<file path="src/rtl/mainfsm.sv">
// Moore control FSM for the multicycle ARM: steps each instruction through fetch/decode/execute/memory/writeback.
// Optional macro MAINFSM_BL_EN adds the LINK state so BL writes the return address to R14 before branching.
module mainfsm (
    input  logic       clk,
    input  logic       reset,
    input  logic [1:0] Op,
    input  logic [5:0] Funct,
    output logic       IRWrite,
    output logic       AdrSrc,
    output logic [1:0] ALUSrcA,
    output logic [1:0] ALUSrcB,
    output logic [1:0] ResultSrc,
    output logic       NextPC,
    output logic       RegW,
    output logic       MemW,
    output logic       Branch,
    output logic       ALUOp,
    output logic       LinkW,
    output logic [3:0] State
);

    typedef enum logic [3:0] {
        FETCH    = 4'd0,
        DECODE   = 4'd1,
        MEMADR   = 4'd2,
        MEMRD    = 4'd3,
        MEMWB    = 4'd4,
        MEMWR    = 4'd5,
        EXECUTER = 4'd6,
        EXECUTEI = 4'd7,
        ALUWB    = 4'd8,
        BRANCH   = 4'd9,
        LINK     = 4'd10,
        UNKNOWN  = 4'd11
    } state_t;

    state_t state_reg;
    state_t state_next;

    // Funct[3:1] never steer the sequence; Funct[4] only matters when BL support is built in.
    logic unused_funct;
    assign unused_funct = ^Funct[4:1];

    always_ff @(posedge clk) begin
        if (reset) begin
            state_reg <= FETCH;
        end else begin
            state_reg <= state_next;
        end
    end

    always_comb begin
        state_next = FETCH;
        case (state_reg)
            FETCH:  state_next = DECODE;
            DECODE: begin
                case (Op)
                    2'b00:   state_next = Funct[5] ? EXECUTEI : EXECUTER;
                    2'b01:   state_next = MEMADR;
`ifdef MAINFSM_BL_EN
                    2'b10:   state_next = Funct[4] ? LINK : BRANCH;
`else
                    2'b10:   state_next = BRANCH;
`endif
                    default: state_next = UNKNOWN;
                endcase
            end
            MEMADR:   state_next = Funct[0] ? MEMRD : MEMWR;
            MEMRD:    state_next = MEMWB;
            MEMWB:    state_next = FETCH;
            MEMWR:    state_next = FETCH;
            EXECUTER: state_next = ALUWB;
            EXECUTEI: state_next = ALUWB;
            ALUWB:    state_next = FETCH;
            BRANCH:   state_next = FETCH;
`ifdef MAINFSM_BL_EN
            LINK:     state_next = BRANCH;
`endif
            UNKNOWN:  state_next = FETCH;
            // Illegal codes (and LINK when BL is not built in) recover to FETCH.
            default:  state_next = FETCH;
        endcase
    end

    always_comb begin
        IRWrite   = 1'b0;
        AdrSrc    = 1'b0;
        ALUSrcA   = 2'b00;
        ALUSrcB   = 2'b00;
        ResultSrc = 2'b00;
        NextPC    = 1'b0;
        RegW      = 1'b0;
        MemW      = 1'b0;
        Branch    = 1'b0;
        ALUOp     = 1'b0;
        LinkW     = 1'b0;
        case (state_reg)
            FETCH: begin
                ALUSrcA   = 2'b01;
                ALUSrcB   = 2'b10;
                ResultSrc = 2'b10;
                IRWrite   = 1'b1;
                NextPC    = 1'b1;
            end
            DECODE: begin
                ALUSrcA   = 2'b01;
                ALUSrcB   = 2'b10;
                ResultSrc = 2'b10;
            end
            MEMADR: begin
                ALUSrcB = 2'b01;
            end
            MEMRD: begin
                AdrSrc = 1'b1;
            end
            MEMWB: begin
                ResultSrc = 2'b01;
                RegW      = 1'b1;
            end
            MEMWR: begin
                AdrSrc = 1'b1;
                MemW   = 1'b1;
            end
            EXECUTER: begin
                ALUOp = 1'b1;
            end
            EXECUTEI: begin
                ALUSrcB = 2'b01;
                ALUOp   = 1'b1;
            end
            ALUWB: begin
                RegW = 1'b1;
            end
            BRANCH: begin
                ALUSrcA   = 2'b10;
                ALUSrcB   = 2'b01;
                ResultSrc = 2'b10;
                Branch    = 1'b1;
            end
`ifdef MAINFSM_BL_EN
            LINK: begin
                ResultSrc = 2'b11;
                RegW      = 1'b1;
                LinkW     = 1'b1;
            end
`endif
            default: begin
            end
        endcase
    end

    assign State = state_reg;

endmodule

</file>
<file path="config.mk">
export PLATFORM = sky130hd
export DESIGN_NAME = mainfsm
export DESIGN_NICKNAME = d
export VERILOG_FILES = /design/src/rtl/mainfsm.sv
export SDC_FILE = /design/constraint.sdc
export NUM_CORES = 1
export LEC_CHECK = 0
export ABC_AREA = 1
export BUFFER_PORTS_ARGS = -buffer_cell sky130_fd_sc_hd__buf_2
export CORE_AREA = 2 2 39 41
export DETAILED_ROUTE_END_ITERATION = 12
export DIE_AREA = 0 0 41 43
export PLACE_DENSITY = 0.54
export SLEW_MARGIN = 20
export SYNTH_ARGS = -nofsm -noshare
export SYNTH_HDL_FRONTEND = slang
export SYNTH_SLANG_ARGS = --single-unit
</file>
<file path="constraint.sdc">
create_clock -name clk -period 2.9 [get_ports clk]
set_input_delay 0.435 -clock clk [delete_from_list [all_inputs] [get_ports clk]]
set_output_delay 0.435 -clock clk [all_outputs]
set_load 0.01 [all_outputs]
</file>
==> run metrics <==
status finished clean; post-cts resize count 0; CP max-delay cell dfxtp_1; Pint 0.000143 W; crit-path cells inv_1 -> nand2_1 -> nor2_1 -> a31o_2 -> buf_2; RSZ-0062 raised after global routing no; dpl ws 1320 ps; Initial DRT Pass Iterations 4; pwr/cell area 501 nW/um2; Yosys reg bits 4; Final Cell Area 450 um2; CP startpoint kind register; Final period util 0.628; Skew-Pair Late Insertion Delay 230 ps; fmax 549 MHz; Synth Area per Inst 5.71 um2; post-CTS setup buffer count 0; placed inst area 428 um2; combinational power share 0.397; H-tree Lvls 1; Routed Antenna Nets 0; Ant. Diodes 0; synth-to-layout area growth 38.5%; initial antenna violation count 0; worst-path maximum fanout 12; starting density of the core 0.235; largest net degree at the start of global routing 13; DRC Markers 0; leakage 0.285 nW; mapped cell area 325 um2; # rows 14; Worst Hold Class in -> reg; family with the most delay on the worst path flip-flops; PortBufs 22; Distinct cells, synth 15; clock sinks 4; setup ws final 1080 ps; Final min period 1820 ps; vias 395; vias in the first global route 347; final core utilization 0.325; CP peak stage delay 520 ps; Sw Ratio 0.367; Hold Path Cell Cnt 2; R2R Setup Slk 1860 ps; Synth area leader dfxtp_1; Clock Skew 0.440 ps; cts bufs inserted 3; clk buf depth 2; sequential share of power 0.310; Die H 43 um; First DRT Iteration DRCs 6; Worst EP arrival 1390 ps; post-layout net count 90; Synth Instances 57; Clk pwr share 0.293; P_sw 0.0000828 W; TritonCTS clock tree built; final WL 776 um; sequential share of the synthesized area 0.246; Yosys top cell area share 0.246; Critical Path End Type primary output; Worst EP required 2470 ps; global-route wire length before repair 1330 um; Crit Path Class reg -> out; total buffers and inverters traversed by the critical path 2; max-slew violation count 0; Via-to-Cell Ratio 4.20; Detailed Place HPWL 650 um; max reg flops 4; core area 1380 um2; Tot GR Track Use 0.115; CTS Root Buffer Type clkbuf_4; proportion of layout cells with a drive suffix above 1 0.372; synth top area cells dfxtp_1 (25%), inv_1 (13%), nand2_1 (13%), nand3_1 (12%), nor2_1 (9.2%); Final Hold Viols 0; Max Cap Violations 0; Congestion Overflow GR 0; final-report setup violation count 0; DR WL/cell 8.26 um; post-synthesis net count 67; Die W 41 um; I/O Pins 28; Max VDD drop 0.000182 V; gpl congestion 0.684; total negative slack 0 ps; Clk pin slew, worst setup/hold paths 30 ps; Worst R2R Path Depth 5; Syn. warnings 0; full die area 1760 um2; CTS hold repair buffers 0; Crit path depth 5
synth_stat cells:
library cell / number
buf_2: 1
inv_1: 11
nand3_1: 8
o21ai_0: 1
nor2_4: 1
dfxtp_1: 4
a21oi_1: 4
a31o_2: 1
nor2_2: 1
nor2_1: 8
nand2_1: 11
buf_4: 3
nand4_1: 1
conb_1: 1
inv_2: 1
power groups by stage:
stage	Clock [W]	Sequential, W	Combinational [W]
4_1_cts	0.0000697	0.0000700	0.0000907
3_5_place_dp	0	0.0000709	0.0000903
2_1_floorplan	0	0.0000698	0.0000624
3_3_place_gp	0	0.0000711	0.0000904
5_1_grt	0.0000723	0.0000711	0.000105
6_report	0.0000661	0.0000700	0.0000896
placed cells by master, fill, tap and decap left out:
| cell | netlist | layout |
|---|---|---|
| a21oi_1 | 4 | 4 |
| a31o_2 | 1 | 1 |
| buf_2 | 1 | 22 |
| clkbuf_4 | 0 | 3 |
| conb_1 | 1 | 1 |
| dfxtp_1 | 4 | 4 |
| inv_1 | 11 | 11 |
| inv_2 | 1 | 1 |
| nand2_1 | 11 | 11 |
| nand3_1 | 8 | 8 |
| nand4_1 | 1 | 1 |
| nor2_1 | 8 | 8 |
| nor2_2 | 1 | 1 |
| nor2_4 | 1 | 1 |
| o21ai_0 | 1 | 1 |
layer usage:
layer / vias to the layer above / global-route usage / wire length (um) / share of wire
met5: - / 0 / 0 / 0
met4: 0 / 0.0800 / 4 / 0.0052
met3: 2 / 0.0471 / 82 / 0.11
met2: 20 / 0.172 / 346 / 0.45
met1: 157 / 0.123 / 342 / 0.44
li1: 216 / - / - / -
path summary, 6_finish.rpt:
check             startpoint        to
setup / recovery    State[1]    AdrSrc
hold / removal         reset  State[3]
setup reg to reg    State[1]  State[1]
hold reg to reg     State[1]  State[2]
stage by stage:
step | hold WS [ps] | total power [W] | cells
finish | 413 | 0.000226 | 94
global route | 413 | 0.000249 | 94
CTS | 406 | 0.000230 | 94
detailed placement | 644 | 0.000161 | 91
global placement | 650 | 0.000162 | 91
floorplan | 504 | 0.000132 | 57
worst register-to-register path: cells and delay by family, from the launching register on:
family / cells / cell delay, ps
AO/OA/AOI/OAI: 1 / 60
buffers and inverters: 1 / 130
flip-flops: 1 / 520
AND/OR/NAND/NOR: 3 / 220
logic make-up after synthesis:
group                  count (synthesis)  synth area share
buffers and inverters                 16             0.223
flip-flops                             4             0.246
AND/OR/NAND/NOR                       30             0.415
other                                  1            0.0115
AO/OA/AOI/OAI                          6             0.104
layout make-up:
class / count / area, um2
fillers: 166 / 933
multi-input cells: 37 / 173
repair buffers: 22 / 110
flip-flops and latches: 4 / 80.1
inverters: 12 / 45.0
clock buffers: 3 / 22.5
well taps: 16 / 20.0
Power figures use the tool's default switching activity.
